==> src/rtl/incdec_seq_pkg.sv <==
// Shared types and defaults for the inc/dec command sequencer.
// Imported by incdec_cmd_fifo and incdec_cmd_sequencer.
package incdec_seq_pkg;

    localparam int DEF_WIDTH = 8;
    localparam int DEF_DEPTH = 4;
    localparam int DEF_CNT_W = 16;

    typedef enum logic [1:0] {
        IDLE,
        ISSUE,
        RESP
    } seq_state_e;

    typedef struct packed {
        logic                 dir;
        logic [DEF_WIDTH-1:0] val;
    } cmd_t;

endpackage

==> src/rtl/incdec_cmd_fifo.sv <==
// Registered command FIFO, pointers carry an extra wrap bit.
// Head entry is presented combinationally on dout.
module incdec_cmd_fifo
    import incdec_seq_pkg::*;
#(
    parameter int  DEPTH = DEF_DEPTH,
    parameter type T     = cmd_t
) (
    input  logic clk,
    input  logic rst_n,
    input  logic push,
    input  T     din,
    input  logic pop,
    output T     dout,
    output logic full,
    output logic empty
);

    localparam int AW = $clog2(DEPTH);

    T           mem [DEPTH];
    logic [AW:0] wr_ptr;
    logic [AW:0] rd_ptr;
    logic        do_push;
    logic        do_pop;

    assign do_push = push && !full;
    assign do_pop  = pop && !empty;
    assign empty   = wr_ptr == rd_ptr;
    assign full    = (wr_ptr[AW] != rd_ptr[AW]) &&
                     (wr_ptr[AW-1:0] == rd_ptr[AW-1:0]);
    assign dout    = mem[rd_ptr[AW-1:0]];

    always_ff @(posedge clk or negedge rst_n) begin
        if (!rst_n) begin
            wr_ptr <= '0;
            rd_ptr <= '0;
        end else begin
            if (do_push) wr_ptr <= wr_ptr + 1'b1;
            if (do_pop)  rd_ptr <= rd_ptr + 1'b1;
        end
    end

    // Storage needs no reset; occupancy lives in the pointers.
    always_ff @(posedge clk) begin
        if (do_push) mem[wr_ptr[AW-1:0]] <= din;
    end

endmodule

==> src/rtl/incdec_cmd_sequencer.sv <==
// Feeds queued {dir,value} commands to an external inc/dec stage.
// Optional sticky wrap detection: INCDEC_SEQ_WRAP_CHECK_EN.
module incdec_cmd_sequencer
    import incdec_seq_pkg::*;
#(
    parameter int WIDTH = DEF_WIDTH,
    parameter int DEPTH = DEF_DEPTH,
    parameter int CNT_W = DEF_CNT_W
) (
    input  logic             clk,
    input  logic             rst_n,
    input  logic             cmd_valid_i,
    output logic             cmd_ready_o,
    input  logic             cmd_dir_i,
    input  logic [WIDTH-1:0] cmd_val_i,
    output logic             stage_cond_o,
    output logic [WIDTH-1:0] stage_val_o,
    input  logic [WIDTH-1:0] stage_res_i,
    output logic             rsp_valid_o,
    input  logic             rsp_ready_i,
    output logic [WIDTH-1:0] rsp_val_o,
    output logic             rsp_dir_o,
    output logic [CNT_W-1:0] inc_count_o,
    output logic [CNT_W-1:0] dec_count_o,
    output logic             busy_o,
    output logic             wrap_o
);

    typedef struct packed {
        logic             dir;
        logic [WIDTH-1:0] val;
    } cmd_w_t;

    seq_state_e state_q;
    seq_state_e state_d;
    cmd_w_t     push_cmd;
    cmd_w_t     head;
    logic       fifo_full;
    logic       fifo_empty;
    logic       push;
    logic       pop;
    logic       rsp_hs;

    assign push_cmd    = '{dir: cmd_dir_i, val: cmd_val_i};
    assign cmd_ready_o = !fifo_full;
    assign push        = cmd_valid_i && !fifo_full;
    assign rsp_hs      = rsp_valid_o && rsp_ready_i;

    incdec_cmd_fifo #(
        .DEPTH (DEPTH),
        .T     (cmd_w_t)
    ) u_fifo (
        .clk   (clk),
        .rst_n (rst_n),
        .push  (push),
        .din   (push_cmd),
        .pop   (pop),
        .dout  (head),
        .full  (fifo_full),
        .empty (fifo_empty)
    );

    always_ff @(posedge clk or negedge rst_n) begin
        if (!rst_n) state_q <= IDLE;
        else        state_q <= state_d;
    end

    always_comb begin
        state_d = state_q;
        unique case (state_q)
            IDLE:    if (!fifo_empty) state_d = ISSUE;
            ISSUE:   state_d = RESP;
            RESP:    if (rsp_hs) state_d = fifo_empty ? IDLE : ISSUE;
            default: state_d = IDLE;
        endcase
    end

    always_comb begin
        pop    = 1'b0;
        busy_o = (state_q != IDLE) || !fifo_empty;
        unique case (state_q)
            IDLE:    pop = !fifo_empty;
            RESP:    pop = rsp_hs && !fifo_empty;
            default: pop = 1'b0;
        endcase
    end

    // Stage inputs persist until the next pop; ISSUE samples the result.
    always_ff @(posedge clk or negedge rst_n) begin
        if (!rst_n) begin
            stage_cond_o <= 1'b0;
            stage_val_o  <= '0;
            rsp_valid_o  <= 1'b0;
            rsp_val_o    <= '0;
            rsp_dir_o    <= 1'b0;
        end else begin
            if (pop) begin
                stage_cond_o <= head.dir;
                stage_val_o  <= head.val;
            end
            if (state_q == ISSUE) begin
                rsp_val_o   <= stage_res_i;
                rsp_dir_o   <= stage_cond_o;
                rsp_valid_o <= 1'b1;
            end else if (rsp_hs) begin
                rsp_valid_o <= 1'b0;
            end
        end
    end

    always_ff @(posedge clk or negedge rst_n) begin
        if (!rst_n) begin
            inc_count_o <= '0;
            dec_count_o <= '0;
        end else if (rsp_hs) begin
            if (rsp_dir_o) begin
                if (inc_count_o != '1)
                    inc_count_o <= inc_count_o + CNT_W'(1);
            end else begin
                if (dec_count_o != '1)
                    dec_count_o <= dec_count_o + CNT_W'(1);
            end
        end
    end

`ifdef INCDEC_SEQ_WRAP_CHECK_EN
    logic             wrap_q;
    logic             wrap_hit;
    logic [WIDTH-1:0] exp_res;

    assign wrap_hit = stage_cond_o ? (&stage_val_o) : ~|stage_val_o;
    assign exp_res  = stage_cond_o ? stage_val_o + WIDTH'(1)
                                   : stage_val_o - WIDTH'(1);
    assign wrap_o   = wrap_q;

    always_ff @(posedge clk or negedge rst_n) begin
        if (!rst_n)                         wrap_q <= 1'b0;
        else if (state_q == ISSUE && wrap_hit) wrap_q <= 1'b1;
    end

    always @(posedge clk) begin
        if (rst_n && state_q == ISSUE)
            assert (stage_res_i == exp_res);
    end
`else
    assign wrap_o = 1'b0;
`endif

endmodule
==> config.mk <==
export PLATFORM = sky130hd
export DESIGN_NAME = incdec_cmd_sequencer
export DESIGN_NICKNAME = d
export VERILOG_FILES = /design/src/rtl/incdec_seq_pkg.sv /design/src/rtl/incdec_cmd_fifo.sv /design/src/rtl/incdec_cmd_sequencer.sv
export SDC_FILE = /design/constraint.sdc
export NUM_CORES = 1
export LEC_CHECK = 0
export CORE_UTILIZATION = 45
export DETAILED_ROUTE_END_ITERATION = 8
export PLACE_DENSITY = 0.72
export SYNTH_ARGS = -nofsm -noshare
export SYNTH_HDL_FRONTEND = slang
export SYNTH_SLANG_ARGS = --single-unit
==> constraint.sdc <==
create_clock -name clk -period 2.3 [get_ports clk]
set_input_delay 0.46 -clock clk [delete_from_list [all_inputs] [get_ports clk]]
set_output_delay 0.46 -clock clk [all_outputs]
set_load 0.02 [all_outputs]
Word-level counts from Yosys, hierarchy flattened
Memory sizes are Yosys's and may differ from the RTL's. A register that Yosys moved wholly into a read port is not among the register bits.
Index checks and enable logic that the tools add are counted.
W data, S select, Z words.
- flip-flop bits (word level): 50
- latch bits: 0
- bits in writable memories: 36
- ROM bits: 0
- input port bits: 21
- word-level logic and storage cells: 48
- memories kept: 1
- $add $sub $neg: 4
- multiply operators: 0
- div/mod/pow operators: 0
- order comparisons: 0
- eq/ne operators: 9
- shift operators: 0
- multiplexer cells: 9
- bitwise logic cells: 1
- reductions and logical operators: 16
- memories (memory ; words ; width ; read ports ; clocked after memory_dff ; write ports ; line ; RTL):
    u_fifo.mem ; 4 ; 9 ; 1 ; 1 ; 1 ; incdec_cmd_fifo.sv:21 ; T mem [DEPTH];
- operators by type and width (cell ; count):
    $add A16 B1 Y16 const B ; 2
    $ne A16 B16 Y1 const B ; 2
    $add A3 B1 Y3 const B ; 2
    $logic_and A1 B1 Y1 ; 6
    $pmux W2 S3 ; 1
    $reduce_and A3 Y1 ; 2
    $mux W1 ; 5
    $mux W2 ; 2
    $ne A2 B2 Y1 const B ; 2
    $reduce_bool A2 Y1 ; 2
    $eq A3 B3 Y1 ; 1
    $logic_not A1 Y1 ; 3
    $eq A2 B1 Y1 const B ; 1
    $eq A2 B2 Y1 ; 1
    $eq A2 B2 Y1 const B ; 1
    $logic_not A2 Y1 ; 1
    $pmux W1 S2 ; 1
    $reduce_and A2 Y1 ; 1
    $logic_or A1 B1 Y1 ; 1
    $ne A1 B1 Y1 ; 1
    $not A1 Y1 ; 1

Logic depth before layout (Yosys ltp)
Gate-level depths: netlist of run 1.
- word-level depth: 7
- mapped depth: 6

Modules after synthesis
From an unflattened synthesis of run 1, not the netlist that was laid out.
- cell total of the unflattened synthesis: 312
- area, all modules: 4182.8 um^2
- modules (own cells, without submodules) (module ; times used ; cells each ; area an instance (um^2)):
    incdec_cmd_sequencer ; 1 ; 216 ; 2409.8
    incdec_cmd_fifo ; 1 ; 96 ; 1773.0

Least setup slack after synthesis of run 1
Ideal clock, no wire load.
- kind: register to register
- start point: register rsp_valid_o
- end point: register stage_cond_o (read register of u_fifo.mem)
- library setup time: 0.125 ns
- arrival time: 1.687 ns
- path slack: 0.488 ns
- stages on the path, launching flop included: 5
- path buffers: 1
- period minus slack after synthesis: 1.812 ns
- cells stage by stage: dfrtp_1 > a21boi_0 > a311oi_1 > buf_4 > mux2_2
- cells in the longest elaborated chain, start to end: 3
- RTL lines (element ; line ; RTL):
    start, declared ; incdec_cmd_sequencer.sv:19 ; output logic rsp_valid_o,
    start signal, assigned ; incdec_cmd_sequencer.sv:93 ; rsp_valid_o <= 1'b0;
    start signal, assigned ; incdec_cmd_sequencer.sv:104 ; rsp_valid_o <= 1'b1;
    start signal, assigned ; incdec_cmd_sequencer.sv:106 ; rsp_valid_o <= 1'b0;
    $logic_and A1 B1 Y1 ; incdec_cmd_sequencer.sv:47 ; assign rsp_hs = rsp_valid_o && rsp_ready_i;
    $logic_and A1 B1 Y1 ; incdec_cmd_sequencer.sv:83 ; RESP: pop = rsp_hs && !fifo_empty;
    $pmux W1 S2 ; incdec_cmd_sequencer.sv:81 ; unique case (state_q)
    end, declared ; incdec_cmd_sequencer.sv:16 ; output logic stage_cond_o,
No other way between the ends.
A chain may end at the register's enable or synchronous reset.

Worst setup path after layout of run 1
- start point: register inc_count_o[4]
- end point: output port inc_count_o[4]
- RTL lines (element ; line ; RTL):
    start, declared ; incdec_cmd_sequencer.sv:23 ; output logic [CNT_W-1:0] inc_count_o,
    start signal, assigned ; incdec_cmd_sequencer.sv:118 ; inc_count_o <= inc_count_o + CNT_W'(1);
No word-level cell between the ends.

==> results of run 1 <==
==> state kept, by name (all words and copies together) (netlist names), 2 cells and up <==
register,cells
state_q,2
dec_count_o,16
stage_val_o,8
inc_count_o,16
u_fifo.wr_ptr,3
u_fifo.rd_ptr,3
u_fifo.mem,36
rsp_val_o,8
==> worst reg2reg max path: stages (launching register included) <==
cell	delay, ns
dfrtp_1	0.43
ha_1	0.19
nand3_1	0.23
nor4_1	0.37
buf_4	0.23
nor2_1	0.08
mux2_2	0.27
==> synthesized netlist by cell type, types with 5 or more instances <==
library cell	instances	area share
dfrtp_1	59	0.36
edfxtp_1	36	0.27
ha_1	7	0.022
inv_1	6	0.0056
mux2_2	12	0.033
mux4_2	9	0.050
nand2_1	39	0.036
nand3_1	15	0.019
nand4_1	10	0.015
nor2_1	9	0.0084
nor3_1	13	0.016
nor4_1	8	0.012
o21ai_0	5	0.0062
xnor2_1	10	0.022
xor2_1	25	0.054
==> what timing repair did <==
item | CTS | global route
endpoints found under the setup margin | 2 | 2
hold buffers | 0 | 0
resized for setup | 2 | 2
==> cells by family after synthesis <==
logic type,share of synthesized area
flops,0.632
fa+ha+maj,0.0217
xor+xnor,0.0758
buf+inv,0.0155
compound gates,0.0148
simple gates,0.156
other cells,0.000927
mux,0.0835
==> cell type report <==
cell class | instances | area share
flip-flops and latches | 95 | 0.494
multi-input cells | 192 | 0.279
repair buffers | 87 | 0.161
clock buffers | 10 | 0.0266
well taps | 108 | 0.0261
clock inverters | 6 | 0.00822
inverters | 6 | 0.00435
==> placed cells by master, fill, tap and decap left out, types with 3 or more instances in the layout <==
master / Yosys / final
mux4_2: 9 / 9
inv_1: 6 / 6
clkbuf_8: 0 / 10
buf_4: 2 / 14
nor4_1: 8 / 8
ha_1: 7 / 7
nand3_1: 15 / 15
nand4_1: 10 / 10
dfrtp_1: 59 / 59
mux2_2: 12 / 12
and4_1: 3 / 3
nor3_1: 13 / 13
xnor2_1: 10 / 8
nor2_1: 9 / 9
nand2_1: 39 / 39
and2_1: 4 / 4
edfxtp_1: 36 / 36
xor2_1: 25 / 25
and3_1: 4 / 4
clkdlybuf4s50_1: 0 / 70
o21ai_0: 5 / 5
==> report_power, final <==
group	internal (mW)	switching, mW	total, mW
clock	0.427	0.570	0.996
sequential	2.24	0.325	2.57
combinational	1.19	1.15	2.34
total	3.86	2.05	5.91
==> final timing paths <==
check                                   to  slack (ns)  cells past startpoint
min                        inc_count_o[11]         0.1                      1
min in group clk              rsp_val_o[4]        0.48                      2
max reg2reg                 dec_count_o[1]        0.38                      6
max                         inc_count_o[4]        0.36                      1
min reg2reg                   rsp_val_o[4]        0.48                      2
max in group asynchronous     stage_cond_o        1.54                      2
==> through the flow <==
stage	power (mW)	util	setup WS, ns
6_report	5.91	0.594	0.364
5_1_grt	6.30	0.594	0.224
4_1_cts	5.99	0.593	0.0333
3_5_place_dp	4.95	0.571	0.0982
3_3_place_gp	4.88	0.571	0.147
2_1_floorplan	3.97	-	0.488
==> metal layers <==
layer | vias to the layer above | GRT usage | part of all wire
met4 | 0 | 0.0551 | 0.012
met2 | 65 | 0.283 | 0.49
met3 | 7 | 0.0564 | 0.048
met5 | - | 0 | 0
met1 | 1270 | 0.232 | 0.45
li1 | 1267 | - | -
==> impl_metrics.toml, run 1 <==
[status]
outcome = "complete, no violations"

[floorplanning]
rows = 34
io_pins = 75
dieArea_um2 = 9370
core_um2 = 8720
dieWidth_um = 96.8
dieHeight_um = 96.8
start_util = 0.464

[sta]
drv_slew = 0
finalHoldViolCount = 0
clock_skew_ns = 0.00892
relSlewSlack = 0.606
final.setup.tns_ns = 0
hold_slack_ns = 0.0973
setup_viol = 0
period_share = 0.842
tightest_slew_ns = 0.590
period_needed_ns = 1.94
rsz0062_at_grt = "no"
clock.fmax_ghz = 0.517

[layout]
final_nets = 419
fillers = 700
area_growth_pct = 28.0
final_cells = 504
n_antenna_cell = 0
multiInputGateArea_um2 = 1450
drive_gt1_frac = 0.152
seq_area_um2 = 2560
final_area_um2 = 5180

[routing]
drc = 0
postRouteAntennaNets = 0
firstDrtPassIters = 4
drt_iter0_drc = 106
wl_um = 7550
post_drt_via_cell_ratio = 5.18
via_count = 2609
wl_per_cell_um = 15.0

[logic_synthesis]
syn_inst = 301
async_reset_ff_frac = 0.621
synth-seq-cells = 95
ys.flop_type = "dfrtp_1"
avgSynthCellArea_um2 = 13.4
synth-edff-count = 36
synthesis.nets = 329
ys.warnings.count = 0
synth_seq_area_share = 0.632
synth_area_um2 = 4050
synth_cell_types = 37

[place]
dp.cells = 488
placedInstanceArea_um2 = 4980
dp_hpwl_um = 5360
gp_congestion = 0.770
io_buffers = 73

[global_routing]
antenna_found_initial = 0
grt_max_degree = 28
grt_pass1_vias = 2681
track_usage = 0.178
grt_pass1_wl_um = 13100
overflow = 0

[worst_setup_path]
critical-path-top-delay-family = "buffers and inverters"
crit_path_end_kind = "primary output"
cp.arrival_ns = 1.48
worst-path-buf-inv = 1
r2r-start = "dec_count_o[0]"
path_class = "register to primary output"
critPathLaunch = "inc_count_o[4]"
cpMaxStageDelayCell = "clkdlybuf4s50_1"
worstPathRequired_ns = 1.84
path_cells = "clkdlybuf4s50_1"
critPathMaxFanout = 7
slowest_delay_ns = 0.65
start_kind = "register"

[cts]
h-tree-depth = 3
clkLatencyLatePin_ns = 0.35
cts_tree = "built"
cts_buffers = 9
post_cts.repair.setup_buffers = 0
cts_root_buf = "clkbuf_8"
cts_buffer_depth = 2
cts_sinks = 95
clk_pin_slew_worst_paths_ns = 0.09

[run]
maxCapViolations = 0

[worst_hold_path]
hold_path.class = "input port to asynchronous set/reset pin"

[power_and_ir_drop]
ir_drop_uv = 698
p_leak_nw = 2.17
pwr_density_cell_nw_per_um2 = 1140
Note: power is estimated with default switching activity, not from simulation.
==> run 2, diff against run 1 <==
--- a/config.mk
+++ b/config.mk
@@ -7,7 +7,7 @@
 export LEC_CHECK = 0
 export CORE_UTILIZATION = 45
 export DETAILED_ROUTE_END_ITERATION = 8
-export PLACE_DENSITY = 0.72
+export PLACE_DENSITY = 0.75
 export SYNTH_ARGS = -nofsm -noshare
 export SYNTH_HDL_FRONTEND = slang
 export SYNTH_SLANG_ARGS = --single-unit
==> constraint.sdc (replaced) <==
create_clock -name clk -period 1.6 [get_ports clk]
set_input_delay 0.32 -clock clk [delete_from_list [all_inputs] [get_ports clk]]
set_output_delay 0.32 -clock clk [all_outputs]
set_load 0.02 [all_outputs]
==> impl_metrics.toml, run 2 (same netlist as run 1, synthesis figures left out) <==
[floorplanning]
rows = 34
start_util = 0.464
core_um2 = 8720
dieWidth_um = 96.8
dieArea_um2 = 9370
io_pins = 75
dieHeight_um = 96.8

[worst_setup_path]
cpMaxStageDelayCell = "dfrtp_1"
start_kind = "register"
crit_path_end_kind = "register"
critical-path-top-delay-family = "flip-flops"
worstPathRequired_ns = 1.85
slowest_delay_ns = 0.42
cp.arrival_ns = 1.95
rr_worst_depth = 5
timing.rr.end = "u_fifo.rd_ptr[1]"
r2r-start = "u_fifo.wr_ptr[1]"
path_cells = "xnor2_2 > buf_4 > a311oi_4 > buf_6 > mux2_4"
path_class = "register to register"
critPathMaxFanout = 7
r2r_slack_ns = -0.11
worst-path-buf-inv = 2

[layout]
final_nets = 462
final_cell_mix = "buf_4 (48), dlygate4sd2_1 (43), nand2_1 (38), dfrtp_1 (38), edfxtp_1 (36)"
drive_gt1_frac = 0.360
largest_reg_flops = 36
n_antenna_cell = 0
area_growth_pct = 44.1
layout_commonest_cell = "buf_4"

[sta]
relSlewSlack = 0.562
setup_viol = 52
drv_slew = 0
clock_skew_ns = 0.0138
hold_slack_ns = 0.413
clock.fmax_ghz = 0.586
finalHoldViolCount = 0
period_needed_ns = 1.71
rsz0062_at_grt = "yes"
tightest_slew_ns = 0.655
period_share = 1.07
postLayoutSetupSlackWorst_ns = -0.105

[status]
outcome = "finished with violations"
violations = "setup timing"

[run]
maxCapViolations = 0

[cts]
cts_buffer_depth = 2
clkLatencyLatePin_ns = 0.37
h-tree-depth = 3
cts_root_buf = "clkbuf_8"
cts_sinks = 95
clk_pin_slew_worst_paths_ns = 0.11
cts_tree = "built"
cts_buffers = 9

[power_and_ir_drop]
p_leak_nw = 2.61
pwr_density_cell_nw_per_um2 = 1640
ir_drop_uv = 1000
total_power_mw = 9.59

[global_routing]
track_usage = 0.191
grt_pass1_vias = 2868
antenna_found_initial = 0
grt_max_degree = 24
grt_pass1_wl_um = 14000
overflow = 0

[routing]
post_drt_via_cell_ratio = 5.21
firstDrtPassIters = 4
drt_iter0_drc = 99
postRouteAntennaNets = 0
wl_per_cell_um = 15.7
wl_um = 8610
drc = 0
via_count = 2851

[place]
io_buffers = 73
gp_congestion = 0.833
dp_hpwl_um = 5810

[worst_hold_path]
hold_path.class = "input port to asynchronous set/reset pin"
-- run 2: cell count changes in the layout (fill, tap and decap cells not counted), sizes merged, moves of 2 or more --
cell / delta
dlymetal6s2s: -2
dlygate4sd2: +43
inv: +2
clkdlybuf4s15: +5
clkbuf: +4
clkdlybuf4s50: -51
buf: +42
-- run 2: area by class of cell --
| class | count | area (µm²) |
|---|---|---|
| Multi-Input combinational cell | 192 | 1730 |
| Inverter | 6 | 22.5 |
| Sequential cell | 95 | 2580 |
| Timing Repair Buffer | 130 | 1150 |
| Tap cell | 108 | 135 |
| Fill cell | 614 | 2890 |
| Clock buffer | 9 | 124 |
| Clock inverter | 7 | 83.8 |
-- run 2: metrics by stage --
step | instances | utilization | setup slack, ns | setup TNS [ns] | area (µm²)
final | 547 | 0.669 | -0.105 | -2.71 | 5830
after detailed placement | 518 | 0.617 | -0.341 | -17.29 | 5380
after CTS | 540 | 0.649 | -0.196 | -6.32 | 5660
after global routing | 547 | 0.669 | -0.164 | -6.81 | 5830
after global placement | 518 | 0.617 | -0.296 | -15.97 | 5380
after floorplan | 301 | - | -0.0711 | -0.174 | 4180
-- run 2: layer usage --
metal / wire length [µm] / vias to the layer above / track usage
met5: 0 / - / 0
met4: 146 / 0 / 0.0712
met3: 364 / 13 / 0.0426
met2: 4510 / 70 / 0.322
met1: 3590 / 1416 / 0.240
li1: - / 1352 / -
-- run 2: how the worst max path moves through the flow --
| stage | start | endpoint | slack (ns) | depth (start not counted) |
|---|---|---|---|---|
| global placement | rsp_ready_i | stage_val_o[1] | -0.30 | 5 |
| global route | u_fifo.wr_ptr[1] | u_fifo.mem[3][1] | -0.16 | 5 |
| detailed placement | rsp_ready_i | dec_count_o[13] | -0.34 | 5 |
| finish | u_fifo.wr_ptr[1] | u_fifo.rd_ptr[1] | -0.11 | 5 |
| CTS | u_fifo.wr_ptr[0] | stage_val_o[4] | -0.20 | 5 |
| floorplan | inc_count_o[0] | inc_count_o[1] | -0.07 | 5 |
-- run 2: repair_timing --
item                                    CTS  global route
resized for setup                        73            46
endpoints found under the setup margin   94            81
hold buffers                              1             0
cloned                                    2             0
pin swaps                                 4            14
setup buffers                             4             8
endpoints found under the hold margin    15             0
-- run 2: report_power, final --
part / internal, mW / switching (mW)
logic: 2.21 / 2.06
registers: 3.25 / 0.470
clock network: 0.632 / 0.960
-- run 2: worst register-to-register path, stage by stage (launching register included) --
cell	delay (ns)
dfrtp_1	0.42
xnor2_2	0.17
buf_4	0.16
a311oi_4	0.33
buf_6	0.21
mux2_4	0.31
==> run 3, diff against run 2 <==
--- a/config.mk
+++ b/config.mk
@@ -7,6 +7,7 @@
 export LEC_CHECK = 0
 export CORE_UTILIZATION = 45
 export DETAILED_ROUTE_END_ITERATION = 8
+export HOLD_SLACK_MARGIN = 0.06
 export PLACE_DENSITY = 0.75
 export SYNTH_ARGS = -nofsm -noshare
 export SYNTH_HDL_FRONTEND = slang
==> constraint.sdc (replaced) <==
create_clock -name clk -period 1.6 [get_ports clk]
set_input_delay 0.48 -clock clk [delete_from_list [all_inputs] [get_ports clk]]
set_output_delay 0.48 -clock clk [all_outputs]
set_load 0.02 [all_outputs]
==> impl_metrics.toml, run 3 (same netlist as run 1, synthesis figures left out) <==
[global_routing]
overflow = 0
grt_max_degree = 60
grt_pass1_vias = 2936
grt_pass1_wl_um = 13800
antenna_found_initial = 0
track_usage = 0.189

[sta]
period_needed_ns = 1.85
tightest_slew_ns = 0.630
clock_skew_ns = 0.00936
period_share = 1.16
clock.fmax_ghz = 0.541
hold_slack_ns = 0.115
setup_viol = 59
relSlewSlack = 0.579
postLayoutSetupSlackWorst_ns = -0.250
drv_slew = 0
rsz0062_at_grt = "yes"
finalHoldViolCount = 0

[routing]
drc = 0
post_drt_via_cell_ratio = 5.27
wl_per_cell_um = 16.3
postRouteAntennaNets = 0
firstDrtPassIters = 4
wl_um = 8910
drt_iter0_drc = 75
via_count = 2876

[worst_setup_path]
worstPathRequired_ns = 1.12
cp.arrival_ns = 1.37
slowest_delay_ns = 0.42
cpMaxStageDelayCell = "dfrtp_1"
path_cells = "xnor2_2 > nand4_1 > buf_4"
critPathMaxFanout = 4
path_class = "register to primary output"
crit_path_end_kind = "primary output"
start_kind = "register"

[power_and_ir_drop]
pwr_density_cell_nw_per_um2 = 1670
p_sw_frac = 0.350
p_sw_mw = 3.38
ir_drop_uv = 983
p_leak_nw = 2.56
p_int_mw = 6.28
total_power_mw = 9.67
p_clk_frac = 0.160
p_comb_frac = 0.455
seqPwrFrac = 0.385

[cts]
cts_buffer_depth = 2
h-tree-depth = 3
cts_buffers = 9
clkLatencyLatePin_ns = 0.36
cts_tree = "built"
cts_root_buf = "clkbuf_8"
cts_hold_buf = 0
cts_sinks = 95
clk_pin_slew_worst_paths_ns = 0.09

[status]
violations = "setup timing"
outcome = "finished with violations"

[floorplanning]
dieWidth_um = 96.8
io_pins = 75
start_util = 0.464
dieHeight_um = 96.8
core_um2 = 8720
rows = 34
dieArea_um2 = 9370

[place]
dp_hpwl_um = 5710
gp_congestion = 0.804
io_buffers = 73
dp.cells = 510

[layout]
layout_commonest_cell = "buf_4"
largest_reg_flops = 36
final_cell_mix = "buf_4 (50), nand2_1 (38), dfrtp_1 (38), edfxtp_1 (36), xor2_1 (24)"
final_nets = 461
area_growth_pct = 43.2
drive_gt1_frac = 0.404
final_cells = 546
n_antenna_cell = 0

[run]
maxCapViolations = 0

[worst_hold_path]
hold_path.class = "input port to asynchronous set/reset pin"
## run 3: cell count changes in the layout (fill, tap and decap cells not counted), moves of 3 or more
| cell | change |
|---|---|
| clkdlybuf4s15_1 | +4 |
| nor2_2 | -3 |
| dlygate4sd2_1 | -27 |
| nor3_1 | +4 |
| clkdlybuf4s15_2 | +13 |
| nor3_2 | -5 |
| clkbuf_2 | +9 |
| inv_8 | -3 |
## run 3: worst max-delay path: cells and delay by family, from the launching register on
kind,cells,cell delay [ns]
xor gates and xnor gates,1,0.26
buffers and inverters,1,0.19
DFF,1,0.42
and+or+nand+nor,1,0.15
## run 3: power groups by stage
stage | registers [mW] | clock network, mW | logic (mW)
after floorplan | 4.14 | 0 | 1.84
after detailed placement | 3.76 | 0 | 3.97
after CTS | 3.71 | 1.58 | 3.94
final | 3.72 | 1.55 | 4.40
after global routing | 3.80 | 1.68 | 4.73
after global placement | 3.73 | 0 | 3.86
## run 3: final timing paths
check	from	endpoint	slack, ns	depth (start not counted)
hold / removal	rst_n	state_q[0]	0.12	2
setup reg to reg	u_fifo.wr_ptr[2]	stage_val_o[3]	-0.20	5
setup / recovery	u_fifo.rd_ptr[1]	busy_o	-0.25	3
min in group clk	rsp_val_o[3]	rsp_val_o[3]	0.48	2
max in group asynchronous	rst_n	dec_count_o[5]	1.21	2
hold reg to reg	rsp_val_o[3]	rsp_val_o[3]	0.48	2
## run 3: timing repair
action | 4_1_cts | 5_1_grt
pin swaps | 10 | 15
setup endpoints to repair | 120 | 102
setup buffers | 3 | 16
resized for setup | 116 | 54
cloned | 0 | 2
## run 3: stage by stage
stage           util  worst slack (ns)  cell area (µm²)  TNS [ns]
2_1_floorplan      -           -0.0711             4180    -0.174
3_3_place_gp   0.608            -0.457             5310    -29.12
3_5_place_dp   0.608            -0.549             5310    -31.97
4_1_cts        0.639            -0.227             5570     -3.67
5_1_grt        0.664            -0.357             5790    -11.52
6_report       0.664            -0.250             5790     -5.45
## run 3: layer usage
metal	up-vias	routed length [µm]	track usage
li1	1354	-	-
met1	1437	3700	0.225
met2	71	4660	0.320
met3	14	368	0.0484
met4	0	169	0.0873
met5	-	0	0
## run 3: layout make-up
cell class              instances  area, µm²
repair buffers                129       1140
inverters                       6       22.5
well taps                     108        135
multi-input cells             192       1720
clock inverters                 7       72.6
flip-flops and latches         95       2580
clock buffers                   9        124
fillers                       631       2930
